<file path="src/rtl/hil_timer_pkg.sv">
// Shared definitions for the HIL timer blocks: state encodings and the
// default counter width used when a timer is instantiated without overrides.
package hil_timer_pkg;

   localparam int DEFAULT_WIDTH = 8;

   typedef enum logic [1:0] {
      IDLE    = 2'd0,
      RUN     = 2'd1,
      HOLD    = 2'd2,
      EXPIRED = 2'd3
   } timer_state_t;

endpackage : hil_timer_pkg

</file>
<file path="src/rtl/countdown_timer.sv">
// Loadable down-counting timer. Counts enable-qualified ticks down from a
// programmed reload value, emits a one-cycle done pulse at each terminal
// event and either auto-reloads (periodic) or parks in EXPIRED (one-shot).
module countdown_timer
   import hil_timer_pkg::*;
#(
   parameter int WIDTH = DEFAULT_WIDTH
) (
   input  logic             clk,
   input  logic             reset,
   input  logic             enable,
   input  logic             load,
   input  logic [WIDTH-1:0] load_value,
   input  logic             periodic,
   input  logic             start,
   input  logic             stop,
   output logic [WIDTH-1:0] count,
   output logic             busy,
   output logic             done,
   output logic             expired
);

   timer_state_t     state;
   timer_state_t     next_state;
   logic [WIDTH-1:0] reload;
   logic [WIDTH-1:0] count_next;
   logic [WIDTH-1:0] reload_next;
   logic             done_next;
   logic             expired_next;
   logic             reload_nonzero;
   logic             count_is_one;

   assign reload_nonzero = (reload != '0);
   assign count_is_one   = (count == WIDTH'(1));

   // State register plus the datapath registers that move with it; reset wins over everything.
   always_ff @(posedge clk) begin
      if (reset) begin
         state   <= IDLE;
         count   <= '0;
         reload  <= '0;
         done    <= 1'b0;
         expired <= 1'b0;
      end else begin
         state   <= next_state;
         count   <= count_next;
         reload  <= reload_next;
         done    <= done_next;
         expired <= expired_next;
      end
   end

   // Next-state and datapath decisions, honouring load > stop > start > enable.
   always_comb begin
      next_state   = state;
      count_next   = count;
      reload_next  = reload;
      done_next    = 1'b0;
      expired_next = expired;

      if (load) begin
         reload_next  = load_value;
         count_next   = load_value;
         next_state   = IDLE;
         expired_next = 1'b0;
      end else begin
         unique case (state)
            IDLE: begin
               if (!stop && start && reload_nonzero) begin
                  next_state = RUN;
               end
            end

            RUN: begin
               if (stop) begin
                  next_state = HOLD;
               end else if (enable) begin
                  if (count_is_one) begin
                     done_next = 1'b1;
                     if (periodic) begin
                        count_next = reload;
                     end else begin
                        count_next   = '0;
                        expired_next = 1'b1;
                        next_state   = EXPIRED;
                     end
                  end else if (count != '0) begin
                     count_next = count - WIDTH'(1);
                  end
               end
            end

            HOLD: begin
               if (!stop && start) begin
                  next_state = RUN;
               end
            end

            EXPIRED: begin
               if (!stop && start && reload_nonzero) begin
                  count_next   = reload;
                  expired_next = 1'b0;
                  next_state   = RUN;
               end
            end

            default: begin
               next_state = IDLE;
            end
         endcase
      end
   end

   // Output decode: busy follows the registered state directly.
   always_comb begin
      busy = (state == RUN);
   end

endmodule : countdown_timer
</file>
<file path="config.mk">
export PLATFORM = sky130hd
export DESIGN_NAME = countdown_timer
export DESIGN_NICKNAME = d
export VERILOG_FILES = /design/src/rtl/hil_timer_pkg.sv /design/src/rtl/countdown_timer.sv
export SDC_FILE = /design/constraint.sdc
export NUM_CORES = 1
export LEC_CHECK = 0
export ABC_AREA = 1
export CAP_MARGIN = 10
export CORE_ASPECT_RATIO = 2
export CORE_MARGIN = 2
export CORE_UTILIZATION = 51
export DETAILED_ROUTE_END_ITERATION = 12
export PLACE_DENSITY = 0.79
export SLEW_MARGIN = 30
export SYNTH_ARGS = -nofsm -noshare
export SYNTH_HDL_FRONTEND = slang
export SYNTH_SLANG_ARGS = --single-unit
</file>
<file path="constraint.sdc">
create_clock -name clk -period 1.9 [get_ports clk]
set_clock_uncertainty 0.15 [all_clocks]
set_input_delay 0.38 -clock clk [delete_from_list [all_inputs] [get_ports clk]]
set_output_delay 0.38 -clock clk [all_outputs]
set_load 0.005 [all_outputs]
</file>
# Word-level counts from Yosys, hierarchy flattened
# Index checks and enable logic that the tools add are counted.
# Widths: inputs -> output; s select.
# totals
register_bits	20
elab_cells	62
inputBits	15
out_inout_bits	11
# op_classes
bitwise_logic	2
eq_ne	18
addsub	1
muxes	22
n_reduce_logical	14
# ops
cell	count
$mux 8	7
$pmux 8 s2	1
$reduce_bool 8->1	2
$ne 3x3->1 const B	5
$mux 2	6
$ne 2x2->1 const B	5
$reduce_and 5->1	2
$eq 8x1->1 const B	1
$sub 8x1->8 const B	1
$mux 1	6
$pmux 2 s3	1
$reduce_and 6->1	1
$reduce_or 5->1	1
$eq 2x2->1 const B	2
$ne 2x1->1 const B	2
$ne 4x2->1 const B	1
$reduce_or 2->1	2
$ne 3x2->1 const B	1
$reduce_bool 3->1	1
$eq 2x1->1 const B	1
$logic_and 1x1->1	2
$logic_not 2->1	1
$not 1->1	2
$pmux 1 s2	1
2 further kinds	2

# Logic depth before layout (Yosys ltp)
# logic_depth
ltp_word	7
depth_mapped	11
ltp_nobuf	11

# Least setup slack after synthesis
# OpenSTA, ideal clock, no wires.
# synth_timing
path_kind	reg2reg
from	reg state[1]
to	reg count[6]
arrival_ps	1337
required_time_ps	1635
path_stages_with_launch	10
setup_ps	115
synth_period_minus_slack_ps	1602
slack_ps	298
path_buffers	1
path_cell_list	dfxtp_1 > inv_1 > ha_1 > buf_4 > o21ai_0 > inv_2 > nand3_2 > nand3_1 > nand2_1 > nor2_2
# synth_between
elab_chain_cells	3
word_cells_on_any_way	10
classes_between	6 x eq/ne; 2 x mux; 2 x reduce/logical
# synth_rtl
element	line	rtl
start: declaration	countdown_timer.sv:23	timer_state_t state;
start signal: assignment	countdown_timer.sv:45	state <= next_state;
$eq 2x1->1 (*)	-	
via busy	countdown_timer.sv:18	output logic busy,
$ne 4x2->1 (no line), or another cell as far along	-	
$reduce_and 5->1 (no line) / $mux 8 (equally long branches)	-	
end signal: assignment	countdown_timer.sv:46	count <= count_next;
end: declaration	countdown_timer.sv:17	output logic [WIDTH-1:0] count,
# Mark *: on every way through the listed nets, which the timed path passes. The rest lies on a longest branch.
# A chain may end at the register's enable or synchronous reset.

# Worst setup path after layout
# layout_timing
from	reg state[1]
to	out busy
# layout_between
elab_chain_cells	1
# layout_rtl
element	line	rtl
$eq 2x1->1	countdown_timer.sv:116	busy = (state == RUN);
end: declaration	countdown_timer.sv:18	
# No other way between the ends.

==> impl_metrics.yaml <==
synth:
  netlist_area_um2: 1330
  postSynthNetCount: 227
  synthDistinctLibCells: 28
  ys_ff_latch: 20
  synth_sequential_area_ratio_pct: 30.1
  syn-instance-count: 207
  yosys_warnings: 0
  postSynthAreaPerCell_um2: 6.43
pwr:
  p_leak_nw: 0.798
  power.ir.vdd_worst_uv: 434
  power_density_nw_per_um2: 709
finish:
  syn2layout_area_growth_pct: 31.3
  post_route_cells_drive_above_1_share_pct: 16.5
  postLayoutCellArea_um2: 1750
  most_frequent_standard_cell_in_the_layout_excluding_fill_and_tap_cells: "sky130_fd_sc_hd__nand2_1"
  final_cell_mix: "49 x sky130_fd_sc_hd__nand2_1, 35 x sky130_fd_sc_hd__nor2_1, 29 x sky130_fd_sc_hd__nand3_1"
  final_nets: 264
  antennaDiodeCount: 0
  final_core_util_pct: 69.7
clock_network:
  clock_tree_from_tritoncts: "done"
  clock_latency_ns: 0.26
  tritoncts_buffers: 3
  cts_root_buffer: "sky130_fd_sc_hd__clkbuf_8"
  max-clock-path-buffers: 2
  clock_sink_count: 20
  clkTransAtPathRegs_ns: 0.07
  clock_tree.htree_level_count: 1
routing:
  drtAntennaViolNets: 0
  dr.first_iter.drc_count: 49
  detailedRoute.firstPassIterationCount: 4
  route.final.wire_length_mm: 3.56
  post-route-drc-count: 0
  dr_total_vias: 1450
  avgViaCountPerCell: 5.35
  post_drt_wl_per_cell_um: 13.1
global_routing:
  grt_antenna_before_repair: 0
  grt_ovf: 0
  grt_pass1_vias: 1417
  largest_net_degree_at_the_start_of_global_routing: 12
  grt_util_all_layers_pct: 26.2
  global_route_wire_length_before_repair_mm: 5.67
floorplan:
  coreArea_um2: 2500
  floorplan.rows: 26
  fp.dieArea_um2: 3060
  die_h_um: 76.2
  die_width_um: 40.1
  initial_utilization_pct: 53.1
  io_pins: 26
timing:
  clock.fmax_mhz: 546
  timing.final.max_slew_violations: 0
  timing.final.crit_share_pct: 96.4
  timing.final.hold_violations: 0
  fin_crit_ns: 1.83
  rsz0062_at_grt: "false"
  max_slew.worst_pin.slew_ns: 0.287
  final.setup.worst_slack_ns: 0.0680
  slew_headroom_pct: 80.7
  setup-violations-final: 0
worst_setup_path:
  worstSetupEndpoint: "busy"
  r2r_cells: 11
  critical_path.max_fanout: 4
  timing.critical_path.required_ns: 1.37
  rr_endpoint: "count[0]"
  critical_path.startpoint: "state[1]"
  worst-r2r-setup-slack_ns: 0.10
  crit_path_start_kind: "flip-flop"
  path_class: "reg2out"
  critPathArrivalTime_ns: 1.30
  end_kind: "primary output"
  worst_r2r_startpoint: "count[0]"
min_path:
  hp-class: "reg2reg"
place:
  globalplace.congestion: 0.894
  post_dp_cell_area_um2: 1670
  post-place-ws_ns: -0.109
  buffer_ports.inserted: 25
  dp_hpwl_mm: 2.88
flow_run:
  max_cap_violations: 0
status:
  outcome: "finished clean"
## layout make-up
class / count / area (um2)
Clock buffer: 4 / 55.1
Multi-Input combinational cell: 157 / 820
Inverter: 25 / 93.8
Timing Repair Buffer: 37 / 340
Sequential cell: 20 / 403
Tap cell: 28 / 35.0
Fill cell: 227 / 758
## state kept, by name, indices dropped and copies added (netlist names)
| register | flops |
|---|---|
| expired | 1 |
| done | 1 |
| state | 2 |
| reload | 8 |
| count | 8 |
## repair_timing
item | CTS | global route
hold endpoints to repair | 0 | 0
setup buffers | 1 | 0
hold buffers | 0 | 0
resized for setup | 3 | 1
setup endpoints to repair | 1 | 1
pin swaps | 0 | 0
## Yosys cell counts, drive strengths merged
library cell	number	share of area (%)
nand2	53	16
nor2	40	13
nand3	31	13
inv	25	7.1
dfxtp	20	30
a21oi	7	2.6
o21ai	7	2.6
ha	5	4.7
buf	4	1.9
nand4	3	1.9
o22ai	3	1.4
xor2	3	2.0
a21boi	1	0.56
clkbuf	1	0.28
nand3b	1	0.56
nor3	1	1.2
nor4	1	0.47
o31ai	1	0.56
## kinds of logic (layout without fill, tap and decap cells)
group	after synthesis	after routing	share of synthesized area [%]
simple gates	130	130	46.2
buf+inv	30	66	9.22
flops	20	20	30.1
compound gates	19	19	7.81
fa+ha+maj	5	5	4.70
xor+xnor	3	3	1.98
## stage by stage
stage	setup TNS, ns	hold WS [ns]	std cells	power [W]
floorplan	0	0.303	207	0.000754
global placement	-0.450	0.297	266	0.000904
detailed placement	-0.621	0.308	266	0.000911
CTS	0	0.319	271	0.00124
global route	0	0.335	271	0.00130
finish	0	0.312	271	0.00124
## power by group
part	total, W	internal, W	switching (W)
Sequential	0.000489	0.000454	0.0000353
Clock	0.000330	0.000185	0.000145
Combinational	0.000420	0.000189	0.000231
Total	0.00124	0.000827	0.000412
## how the worst min path moves through the flow
stage | endpoint | start | cells after the start
after floorplan | reload[1] | reload[1] | 2
after global placement | expired | expired | 2
after detailed placement | expired | expired | 2
after CTS | expired | expired | 2
after global routing | expired | expired | 2
final | expired | expired | 2
## critical path: stages (launching register included)
cell                              delay [ns]
sky130_fd_sc_hd__dfxtp_2                0.34
sky130_fd_sc_hd__inv_1                  0.08
sky130_fd_sc_hd__ha_4                   0.13
sky130_fd_sc_hd__clkdlybuf4s50_1        0.48
## metal layers
metal | track usage (%) | vias to the layer above | share of wire (%)
li1 | - | 732 | -
met1 | 24.5 | 671 | 37
met2 | 47.7 | 33 | 57
met3 | 2.92 | 14 | 2.8
met4 | 14.8 | 0 | 3.8
met5 | 0 | - | 0
Power figures use the tool's default switching activity.
==> RTL edit, RTL diff (config.mk and constraints unchanged) <==
Set the package constant `DEFAULT_WIDTH` to 12 (it was 8).
--- a/src/rtl/hil_timer_pkg.sv
+++ b/src/rtl/hil_timer_pkg.sv
@@ -2,7 +2,7 @@
 // default counter width used when a timer is instantiated without overrides.
 package hil_timer_pkg;
 
-   localparam int DEFAULT_WIDTH = 8;
+   localparam int DEFAULT_WIDTH = 12;
 
    typedef enum logic [1:0] {
       IDLE    = 2'd0,
Interface: changed (resized count and load_value); port bits go from 26 to 34. The function was not compared with the original's and may differ.
==> RTL edit against the original RTL <==
Worst setup slack lost 0.0059 ns; die area increased by 32%; area after synthesis grew 35%; sequential cell count increased by 8; highest routed layer unchanged; critical path depth is the same; power rose by 41%; critical path type unchanged; wire length is 20% higher; utilization decreased by 1.7 points; design area grew 32%; register-to-register slack better by 0.07 ns; largest power group unchanged.
==> RTL edit: results (changes against the original RTL) <==
crit path launch=state[1]$_SDFFE_PP0P_; initial DRC count=76 (+55%); CP top delay family=buffers and inverters; root buf cell=clkbuf_8; Worst R2R End=count[10]$_SDFFE_PP0P_; biggest regs=count x12, reload x12, state x2; crit path to=busy; GPL Wtd Cong=0.836 (-6.5%); vias=1834 (+26%); final-stage net count=350 (+33%); commonest cells in the netlist=84 x nand2_1, 39 x nor2_1, 33 x nand3_1; main area contributors after synthesis=dfxtp_1 31%, nand2_1 18%, nand3_1 9.2%, nor2_1 8.2%, inv_1 6.5%; first-pass GRT wire length=7470 um (+32%); Peak VDD IR=0.523 mV (+20%); initial antenna violation count=0 (unchanged); DP Area=2200 sq um (+32%); worst hold path type=reg -> reg; R2R cell count=10 (-1); Crit Path Max Fanout=3 (-1); clock tree buffer depth=2 (unchanged); pin count of the biggest net entering global routing=25 (+13); Seq/Total Area, Yosys=31.3% (+1.2 points); register-to-register setup slack=0.17 ns (+0.07 ns); relative slew slack=75.1% (-5.6 points); worst skew pair latency=0.28 ns (+0.02 ns); Pre-Repair DR Iteration Count=4 (unchanged); Critical R2R Launch=count[4]$_SDFFE_PP0P_; asr flop ratio synth=0% (unchanged); Reg clk slew, reported paths=0.10 ns (+0.03 ns); CP max-delay cell=clkdlybuf4s50_1; worst stage delay on the critical path=0.49 ns; Syn Nets=309 (+36%); P_leak=1.06 nW (+33%); Arr. time, crit path=1.31 ns; GRT Overall Usage=24.2% (-2.0 points); status=finished clean; distinct cell type count after synthesis=27 (-3.6%); Max H-tree Level=1 (unchanged); Antenna diodes=0 (unchanged); YS warnings=0 (unchanged); I/O Buffers=33 (+32%); Num CTS Buffers=3 (unchanged); drt wl/cell=12.0 um (-8.4%); fraction of layout cells with a size suffix above 1=13.3% (-3.2 points); Final HPWL DP=3440 um (+20%)
RTL edit: final cells by class:
type,count,area (sq um)
tap,32,40.0
fill,293,1080
clock buffer,3,41.3
inverter,33,124
timing repair buffer,46,440
multi-input combinational,213,1060
sequential,28,563
clock inverter,1,30.0
RTL edit: worst min path at each step:
| stage | from | end | slack [ns] | cells past startpoint |
|---|---|---|---|---|
| 2_1_floorplan | reload[0]$_SDFFE_PP0P_ | reload[0]$_SDFFE_PP0P_ | 0.30 | 2 |
| 3_3_place_gp | expired$_SDFFE_PP0P_ | expired$_SDFFE_PP0P_ | 0.31 | 2 |
| 3_5_place_dp | expired$_SDFFE_PP0P_ | expired$_SDFFE_PP0P_ | 0.30 | 2 |
| 4_1_cts | expired$_SDFFE_PP0P_ | expired$_SDFFE_PP0P_ | 0.32 | 2 |
| 5_1_grt | expired$_SDFFE_PP0P_ | expired$_SDFFE_PP0P_ | 0.34 | 2 |
| 6_report | expired$_SDFFE_PP0P_ | expired$_SDFFE_PP0P_ | 0.32 | 2 |
RTL edit: logic make-up (layout without fill, tap and decap cells):
logic type / count (synthesis) / count (layout) / share of synthesized area [%]
fa+ha+maj: 6 / 6 / 4.20
xor+xnor: 6 / 6 / 2.94
simple gates: 176 / 176 / 43.7
buf+inv: 43 / 83 / 10.3
compound gates: 25 / 25 / 7.55
flops: 28 / 28 / 31.3
RTL edit: worst reg2reg max path, cell delays in order (launching register included):
cell,delay [ns]
dfxtp_1,0.35
nor2_1,0.22
nand2_2,0.12
nor2_4,0.13
nand2_2,0.11
nand2_2,0.10
inv_2,0.08
o21ai_0,0.09
nand3_1,0.10
nor2_1,0.12
nor2_1,0.06
RTL edit: layer usage:
layer  part of all wire (%)  vias to the layer above  routed length (um)  track usage (%)
met2                     56                       46                2400             44.2
met3                    3.2                        6                 137             2.06
met5                      0                        -                   0                0
li1                       -                      973                   -                -
met1                     40                      809                1690             27.6
met4                    1.2                        0                  51             8.31
RTL edit: timing repair:
item | 4_1_cts | 5_1_grt
gates resized for setup | 4 | 4
hold buffers | 0 | 0
pin swaps | 0 | 0
endpoints found under the setup margin | 1 | 10
setup buffers | 0 | 1
RTL edit: stage by stage:
step | worst slack [ns] | utilization [%] | hold slack (ns) | instances | power (W)
after global placement | -0.0983 | 65.2 | 0.306 | 351 | 0.00127
final | 0.0621 | 68.0 | 0.323 | 356 | 0.00175
after CTS | 0.000294 | 67.7 | 0.323 | 355 | 0.00176
after global routing | 0.0146 | 68.0 | 0.341 | 356 | 0.00187
after floorplan | 0.216 | - | 0.304 | 284 | 0.00107
after detailed placement | -0.132 | 65.2 | 0.305 | 351 | 0.00128
RTL edit: report_power, final:
group	switching [W]	internal [W]
combinational	0.000322	0.000270
clock	0.000192	0.000282
sequential	0.0000475	0.000638
